--- src/rtl/bond_arb.sv ---
`default_nettype none
// ============================================================================
// Module   : bond_arb
// Purpose  : Two-port burst-aware Avalon-MM arbiter in front of the bonded
//            128-bit DDR slave. Write bursts keep the grant until the last
//            beat; read commands are tagged in a FIFO so return beats are
//            routed back to the port that issued them.
// Options  : BOND_ARB_P0_PRIO_EN - port 0 fixed priority with a port 1
//            starvation guard (STARVE_LIMIT); default is round-robin.
// Revision : 1.0 - initial release
// ============================================================================
module bond_arb #(
  parameter int TAG_DEPTH    = 8,
  parameter int STARVE_LIMIT = 64
) (
  input  logic         csi_clk,
  input  logic         rsi_reset,
  input  logic [25:0]  avs_p0_address,
  input  logic [15:0]  avs_p0_byteenable,
  input  logic         avs_p0_read,
  input  logic         avs_p0_write,
  input  logic [127:0] avs_p0_writedata,
  input  logic [3:0]   avs_p0_burstcount,
  output logic         avs_p0_waitrequest,
  output logic [127:0] avs_p0_readdata,
  output logic         avs_p0_readdatavalid,
  input  logic [25:0]  avs_p1_address,
  input  logic [15:0]  avs_p1_byteenable,
  input  logic         avs_p1_read,
  input  logic         avs_p1_write,
  input  logic [127:0] avs_p1_writedata,
  input  logic [3:0]   avs_p1_burstcount,
  output logic         avs_p1_waitrequest,
  output logic [127:0] avs_p1_readdata,
  output logic         avs_p1_readdatavalid,
  output logic [25:0]  avm_mem_address,
  output logic [15:0]  avm_mem_byteenable,
  output logic         avm_mem_read,
  output logic         avm_mem_write,
  output logic [127:0] avm_mem_writedata,
  output logic [3:0]   avm_mem_burstcount,
  output logic         avm_mem_beginbursttransfer,
  input  logic         avm_mem_waitrequest,
  input  logic [127:0] avm_mem_readdata,
  input  logic         avm_mem_readdatavalid
);

  localparam int c_PTR_W = $clog2(TAG_DEPTH);
  localparam int c_CNT_W = c_PTR_W + 1;

  if (TAG_DEPTH < 2 || TAG_DEPTH > 16 || (TAG_DEPTH & (TAG_DEPTH - 1)) != 0) begin : g_bad_tag_depth
    $error("bond_arb: TAG_DEPTH must be a power of two in 2..16");
  end
  if (STARVE_LIMIT < 1) begin : g_bad_starve_limit
    $error("bond_arb: STARVE_LIMIT must be at least 1");
  end

  typedef enum logic [1:0] {
    IDLE     = 2'd0,
    RD_CMD   = 2'd1,
    WR_BURST = 2'd2
  } state_e;

  state_e               state_q, state_d;
  logic                 grant_q, grant_d;
  logic                 last_grant_q, last_grant_d;
  logic [3:0]           wcnt_q, wcnt_d;
  logic                 first_q, first_d;
  logic [4:0]           fifo_q [TAG_DEPTH];
  logic [c_PTR_W-1:0]   wr_ptr_q, rd_ptr_q;
  logic [c_CNT_W-1:0]   fifo_cnt_q, fifo_cnt_d;
  logic [3:0]           rbeat_q;
  logic                 err_orphan_q;

  logic [1:0]   w_req, w_isrd, w_elig, w_wait;
  logic [3:0]   w_bc_n [2];
  logic         w_pick, w_push, w_pop, w_ret, w_full, w_empty;
  logic         w_rd_sel, w_wr_sel;
  logic [3:0]   w_bc_sel;

  // A zero burstcount from a requester is treated as a single beat.
  assign w_bc_n[0] = (avs_p0_burstcount == 4'd0) ? 4'd1 : avs_p0_burstcount;
  assign w_bc_n[1] = (avs_p1_burstcount == 4'd0) ? 4'd1 : avs_p1_burstcount;

  assign w_full  = (fifo_cnt_q == c_CNT_W'(TAG_DEPTH));
  assign w_empty = (fifo_cnt_q == '0);

  // A read cannot be granted while every tag is in flight.
  assign w_req  = {avs_p1_read | avs_p1_write, avs_p0_read | avs_p0_write};
  assign w_isrd = {avs_p1_read, avs_p0_read};
  assign w_elig = w_req & ~(w_isrd & {2{w_full}});

`ifdef BOND_ARB_P0_PRIO_EN
  localparam int c_SW = $clog2(STARVE_LIMIT + 1);
  localparam logic [c_SW-1:0] c_STARVE = c_SW'(STARVE_LIMIT);
  logic [c_SW-1:0] starve_q, starve_d;

  // Port 0 wins contention unless port 1 has waited STARVE_LIMIT cycles.
  always_comb begin
    if (w_elig == 2'b11) w_pick = (starve_q == c_STARVE);
    else                 w_pick = w_elig[1];
  end

  // Saturating wait counter for port 1, cleared when port 1 is granted.
  always_comb begin
    starve_d = starve_q;
    if (state_q == IDLE && (|w_elig) && w_pick)
      starve_d = '0;
    else if (w_req[1] && !(state_q != IDLE && grant_q) && starve_q != c_STARVE)
      starve_d = starve_q + c_SW'(1);
  end

  // Starvation counter register.
  always_ff @(posedge csi_clk or posedge rsi_reset) begin
    if (rsi_reset) starve_q <= '0;
    else           starve_q <= starve_d;
  end
`else
  // Round-robin: on contention the port that did not win last time goes.
  always_comb begin
    if (w_elig == 2'b11) w_pick = ~last_grant_q;
    else                 w_pick = w_elig[1];
  end
`endif

  // Command path is muxed from the granted port and forced to zero in IDLE.
  always_comb begin
    avm_mem_address    = '0;
    avm_mem_byteenable = '0;
    avm_mem_writedata  = '0;
    w_bc_sel           = 4'd0;
    w_rd_sel           = 1'b0;
    w_wr_sel           = 1'b0;
    if (state_q != IDLE) begin
      if (grant_q) begin
        avm_mem_address    = avs_p1_address;
        avm_mem_byteenable = avs_p1_byteenable;
        avm_mem_writedata  = avs_p1_writedata;
        w_bc_sel           = w_bc_n[1];
        w_rd_sel           = avs_p1_read;
        w_wr_sel           = avs_p1_write;
      end else begin
        avm_mem_address    = avs_p0_address;
        avm_mem_byteenable = avs_p0_byteenable;
        avm_mem_writedata  = avs_p0_writedata;
        w_bc_sel           = w_bc_n[0];
        w_rd_sel           = avs_p0_read;
        w_wr_sel           = avs_p0_write;
      end
    end
  end

  assign avm_mem_burstcount         = w_bc_sel;
  assign avm_mem_read               = (state_q == RD_CMD) & w_rd_sel;
  assign avm_mem_write              = (state_q == WR_BURST) & w_wr_sel;
  assign avm_mem_beginbursttransfer = (state_q == WR_BURST) & first_q;
  assign avs_p0_waitrequest         = w_wait[0];
  assign avs_p1_waitrequest         = w_wait[1];

  // Arbitration FSM: next state, grant bookkeeping and port stalls.
  always_comb begin
    state_d      = state_q;
    grant_d      = grant_q;
    last_grant_d = last_grant_q;
    wcnt_d       = wcnt_q;
    first_d      = first_q;
    w_push       = 1'b0;
    w_wait       = 2'b11;
    case (state_q)
      IDLE: begin
        if (|w_elig) begin
          grant_d = w_pick;
          if (w_isrd[w_pick]) begin
            state_d = RD_CMD;
          end else begin
            state_d = WR_BURST;
            wcnt_d  = w_bc_n[w_pick];
            first_d = 1'b1;
          end
        end
      end
      RD_CMD: begin
        if (avm_mem_read && !avm_mem_waitrequest) begin
          w_push          = 1'b1;
          w_wait[grant_q] = 1'b0;
          last_grant_d    = grant_q;
          state_d         = IDLE;
        end
      end
      WR_BURST: begin
        first_d         = 1'b0;
        w_wait[grant_q] = avm_mem_waitrequest;
        if (avm_mem_write && !avm_mem_waitrequest) begin
          wcnt_d = wcnt_q - 4'd1;
          if (wcnt_q <= 4'd1) begin
            wcnt_d       = 4'd0;
            last_grant_d = grant_q;
            state_d      = IDLE;
          end
        end
      end
      default: state_d = IDLE;
    endcase
  end

  // Return beats follow the oldest outstanding read; orphans are dropped.
  assign w_ret                = avm_mem_readdatavalid & ~w_empty;
  assign w_pop                = w_ret & ((rbeat_q + 4'd1) == fifo_q[rd_ptr_q][3:0]);
  assign avs_p0_readdatavalid = w_ret & ~fifo_q[rd_ptr_q][4];
  assign avs_p1_readdatavalid = w_ret & fifo_q[rd_ptr_q][4];
  assign avs_p0_readdata      = w_ret ? avm_mem_readdata : '0;
  assign avs_p1_readdata      = w_ret ? avm_mem_readdata : '0;

  // Tag FIFO occupancy; a push and pop together leave it unchanged.
  always_comb begin
    case ({w_push, w_pop})
      2'b10:   fifo_cnt_d = fifo_cnt_q + c_CNT_W'(1);
      2'b01:   fifo_cnt_d = fifo_cnt_q - c_CNT_W'(1);
      default: fifo_cnt_d = fifo_cnt_q;
    endcase
  end

  // Tag storage: {issuing port, normalised burst length}.
  always_ff @(posedge csi_clk) begin
    if (w_push) fifo_q[wr_ptr_q] <= {grant_q, w_bc_sel};
  end

  // State registers; reset clears everything immediately.
  always_ff @(posedge csi_clk or posedge rsi_reset) begin
    if (rsi_reset) begin
      state_q      <= IDLE;
      grant_q      <= 1'b0;
      last_grant_q <= 1'b1;
      wcnt_q       <= 4'd0;
      first_q      <= 1'b0;
      wr_ptr_q     <= '0;
      rd_ptr_q     <= '0;
      fifo_cnt_q   <= '0;
      rbeat_q      <= 4'd0;
      err_orphan_q <= 1'b0;
    end else begin
      state_q      <= state_d;
      grant_q      <= grant_d;
      last_grant_q <= last_grant_d;
      wcnt_q       <= wcnt_d;
      first_q      <= first_d;
      fifo_cnt_q   <= fifo_cnt_d;
      if (w_push) wr_ptr_q <= wr_ptr_q + c_PTR_W'(1);
      if (w_pop) begin
        rd_ptr_q <= rd_ptr_q + c_PTR_W'(1);
        rbeat_q  <= 4'd0;
      end else if (w_ret) begin
        rbeat_q  <= rbeat_q + 4'd1;
      end
      if (avm_mem_readdatavalid && w_empty) err_orphan_q <= 1'b1;
    end
  end

`ifndef SYNTHESIS
  // A return beat with no outstanding read is a slave protocol error.
  always @(posedge csi_clk) begin
    if (!rsi_reset) begin
      assert (!err_orphan_q) else $error("bond_arb: orphan read-return beat");
    end
  end
`endif

endmodule
`default_nettype wire
--- config.mk ---
export PLATFORM = sky130hd
export DESIGN_NAME = bond_arb
export DESIGN_NICKNAME = d
export VERILOG_FILES = /design/src/rtl/bond_arb.sv
export SDC_FILE = /design/constraint.sdc
export NUM_CORES = 1
export LEC_CHECK = 0
export ABC_AREA = 1
export CORE_AREA = 4 4 355 357
export DETAILED_ROUTE_END_ITERATION = 10
export DIE_AREA = 0 0 359 361
export SYNTH_ARGS = -nofsm -noshare
export SYNTH_HDL_FRONTEND = slang
export SYNTH_SLANG_ARGS = --single-unit
--- constraint.sdc ---
create_clock -name csi_clk -period 3.68 [get_ports csi_clk]
set_input_delay 0.736 -clock csi_clk [delete_from_list [all_inputs] [get_ports csi_clk]]
set_output_delay 0.736 -clock csi_clk [all_outputs]
set_load 0.01 [all_outputs]
==> results.py <==
metrics = {
    "yosys": {
        "synth_xor_area_share_pct": 0.8976,
        "synth_area_um2": 7806,
        "async_flop_share_pct": 36.51,
        "synth-seq-cells": 63,
        "synth.distinct_cells": 40,
        "syn_avg_cell_area_um2": 5.727,
        "netlist_instances": 1363,
        "synth_edf_count": 40,
        "synth_top_family_by_area": "simple AND/OR/NAND/NOR gates",
        "yosys.area_share.simple_pct": 34.56,
        "synthMuxAreaShare_pct": 0.1282,
        "synth_adder_area_share_pct": 2.020,
        "synth-main-ff-cell": "edfxtp_1",
        "synth_nets": 1859,
        "synth-compound-area-share_pct": 13.90,
        "ys_seq_area_share_pct": 22.78,
        "ys_warn_count": 0,
    },
    "clock_tree": {
        "cts_buffers": 9,
        "path_clk_slew_ns": 0.05,
        "clock_latency_ns": 0.33,
        "htreeDepth": 3,
        "cts_tree": "built",
        "cts_sinks": 63,
        "cts_root_buffer": "clkbuf_16",
        "clock_path_buffers": 2,
        "postCtsHoldBufs": 0,
    },
    "detailed_routing": {
        "wire_per_inst_um": 18.91,
        "antenna_left": 0,
        "via_per_inst": 3.029,
        "remaining_drc_errors": 0,
        "firstDrtPassIters": 5,
        "vias": 11470,
        "routed_wl_um": 71610,
        "drtIter0Drc": 790,
    },
    "min_path": {
        "min_from": "last_grant_q",
        "min_to": "last_grant_q",
        "worst_hold_path.num_cells": 2,
        "min_path_type": "reg2reg",
    },
    "layout": {
        "final_util_pct": 15.10,
        "layout_common_cells": "clkdlybuf4s50_1 (896), nor2_1 (494), o21ai_0 (186)",
        "nets": 2628,
        "drive_above_1_share_pct": 4.867,
        "areaGrowthSynthToFinish_pct": 137.8,
        "layout_commonest_cell": "clkdlybuf4s50_1",
    },
    "setup_path": {
        "cp_slowest_cell": "clkdlybuf4s50_1",
        "path_max_fanout": 32,
        "r2r_setup_slack_ns": 0.70,
        "timing.rr.end": "fifo_cnt_q[3]",
        "cp_slowest_stage_delay_ns": 0.62,
        "start_kind": "flip-flop",
        "path_cells": "inv_1, ha_1, bufinv_16, buf_16, buf_4, o21ai_0, nor2_1, clkdlybuf4s50_1",
        "end_kind": "output pin",
        "rr_startpoint": "grant_q",
        "crit_arrival_ns": 2.80,
        "worst-setup-path-type": "reg2out",
        "critPathRequiredTime_ns": 2.94,
        "worst_r2r_path_depth": 15,
    },
    "sta": {
        "setup_viol": 0,
        "timing.fmax_ghz": 0.2831,
        "finalMaxSlewViolations": 0,
        "finalHoldViolCount": 0,
        "post-route-min-period_ns": 3.532,
        "min_period_over_period_pct": 95.98,
        "rsz0062_at_grt": "false",
        "worstMarginPinSlew_ns": 0.6870,
        "fin_skew_ns": 0.007795,
        "fin_setup_tns_ns": 0,
        "relSlewSlack_pct": 54.15,
    },
    "placed_design": {
        "globalplace.congestion": 0.9640,
        "place_hpwl_um": 63520,
        "port_buffers": 920,
    },
    "global_route": {
        "grt_max_degree": 68,
        "grt_first_pass_wirelength_um": 91840,
        "grt_usage_pct": 10.09,
        "antenna_found_initial": 31,
        "grt_util_met2_pct": 16.29,
        "top_usage_layer": "met2",
        "use_met1_pct": 11.05,
        "grt_overflow": 0,
        "grtUsageMet3_pct": 5.899,
        "grt_pass1_vias": 11110,
    },
    "floorplanning": {
        "fp.dieW_um": 359,
        "die_area_um2": 129600,
        "io_pins": 921,
        "coreArea_um2": 123000,
        "initial_core_util_pct": 6.347,
        "die_y_um": 361,
        "rows": 129,
    },
    "pwr": {
        "p_leak_nw": 7.509,
        "p_per_area_nw_per_um2": 606.2,
        "vdd_drop_max_uv": 328.9,
        "total_power_w": 0.01125,
    },
    "outcome": {
        "status": "completed",
    },
    "flow_run": {
        "max_cap_viol_count": 0,
    },
}
-- metrics by stage --
stage | hold WS, ns | setup slack (ns) | cell area (µm²) | std cells
after global routing | 0.5108 | 0.01059 | 18550 | 3779
after detailed placement | 0.4679 | -0.07737 | 18170 | 3757
after CTS | 0.4769 | 0.01272 | 18500 | 3773
final | 0.4740 | 0.1478 | 18570 | 3787
after floorplan | 0.4568 | 1.133 | 7806 | 1363
after global placement | 0.4674 | -0.05071 | 18170 | 3757
-- Yosys cell counts (2+ instances only) --
master / count / area, µm²
or2_2: 4 / 25.02
clkbuf_1: 57 / 214.0
a21oi_1: 6 / 30.03
ha_1: 11 / 137.6
and2_1: 2 / 12.51
edfxtp_1: 40 / 1201
nor2_4: 4 / 45.04
o21ai_0: 187 / 935.9
nand3_2: 2 / 20.02
nand2_1: 113 / 424.2
o21ai_2: 2 / 17.52
buf_6: 5 / 56.30
o21ai_1: 7 / 35.03
buf_4: 129 / 968.4
a31oi_1: 2 / 12.51
nor2_1: 496 / 1862
buf_2: 16 / 80.08
o22ai_1: 2 / 12.51
xnor2_1: 2 / 17.52
dfrtp_1: 22 / 550.5
nand2_2: 5 / 31.28
inv_1: 177 / 664.4
nand3_1: 45 / 225.2
inv_2: 4 / 15.01
xor2_1: 6 / 52.55
nor3_1: 3 / 15.01
-- layout make-up --
cell class	instances	area, µm²
timing repair buffer	965	9659
inverter	183	725.7
tap	1637	2048
fill	14120	104400
sequential	63	1782
clock buffer	11	242.7
multi-input combinational	910	4029
clock inverter	5	47.55
antenna	13	32.53
-- worst max-delay path, delay by kind of cell, from the launching register on --
kind	cells	cell delay [ns]
compound gates	1	0.08
fa+ha+maj	1	0.31
buf+inv	5	1.37
flops	1	0.37
simple gates	1	0.26
-- registers in the layout, summed over array words and instances (netlist names) --
name	count
fifo_cnt_q	4
fifo_q	40
first_q	1
grant_q	1
last_grant_q	1
rbeat_q	4
rd_ptr_q	3
state_q	2
wcnt_q	4
wr_ptr_q	3
-- kinds of logic (layout without fill, tap and decap cells) --
| logic type | after synthesis | count (layout) |
|---|---|---|
| DFF | 63 | 63 |
| other | 0 | 13 |
| muxes | 1 | 1 |
| AOI/OAI and AO/OA | 210 | 210 |
| and+or+nand+nor | 679 | 679 |
| adders and majority gates | 12 | 12 |
| xor gates and xnor gates | 8 | 8 |
| buffers and inverters | 390 | 1164 |
-- timing repair --
| item | CTS | global route |
|---|---|---|
| cloned | 0 | 1 |
| endpoints found under the setup margin | 13 | 27 |
| buffers inserted | 0 | 0 |
| gates resized for setup | 14 | 5 |
| pin swaps | 1 | 1 |
-- where the power goes --
| part | internal [W] | switching, W | total, W |
|---|---|---|---|
| Clock | 0.000535 | 0.000294 | 0.000829 |
| Combinational | 0.00402 | 0.00529 | 0.00931 |
| Sequential | 0.000959 | 0.000156 | 0.00112 |
| Total | 0.00551 | 0.00574 | 0.0113 |
-- how the worst max path moves through the flow --
stage / startpoint / cells after the start / to
floorplan: rd_ptr_q[0] / 21 / fifo_cnt_q[3]
CTS: state_q[0] / 8 / avm_mem_writedata[38]
detailed placement: avs_p0_burstcount[2] / 7 / avm_mem_burstcount[0]
finish: state_q[0] / 8 / avm_mem_writedata[80]
global placement: avs_p0_burstcount[2] / 7 / avm_mem_burstcount[0]
global route: state_q[0] / 7 / avm_mem_writedata[81]
-- layer usage --
layer	share of wire, %	vias to the layer above	wire length (µm)
li1	-	5607	-
met1	37	5100	26480
met2	46	665	32610
met3	14	82	9913
met4	3.5	18	2496
met5	0.15	-	110
(Power assumes the default switching activity.)
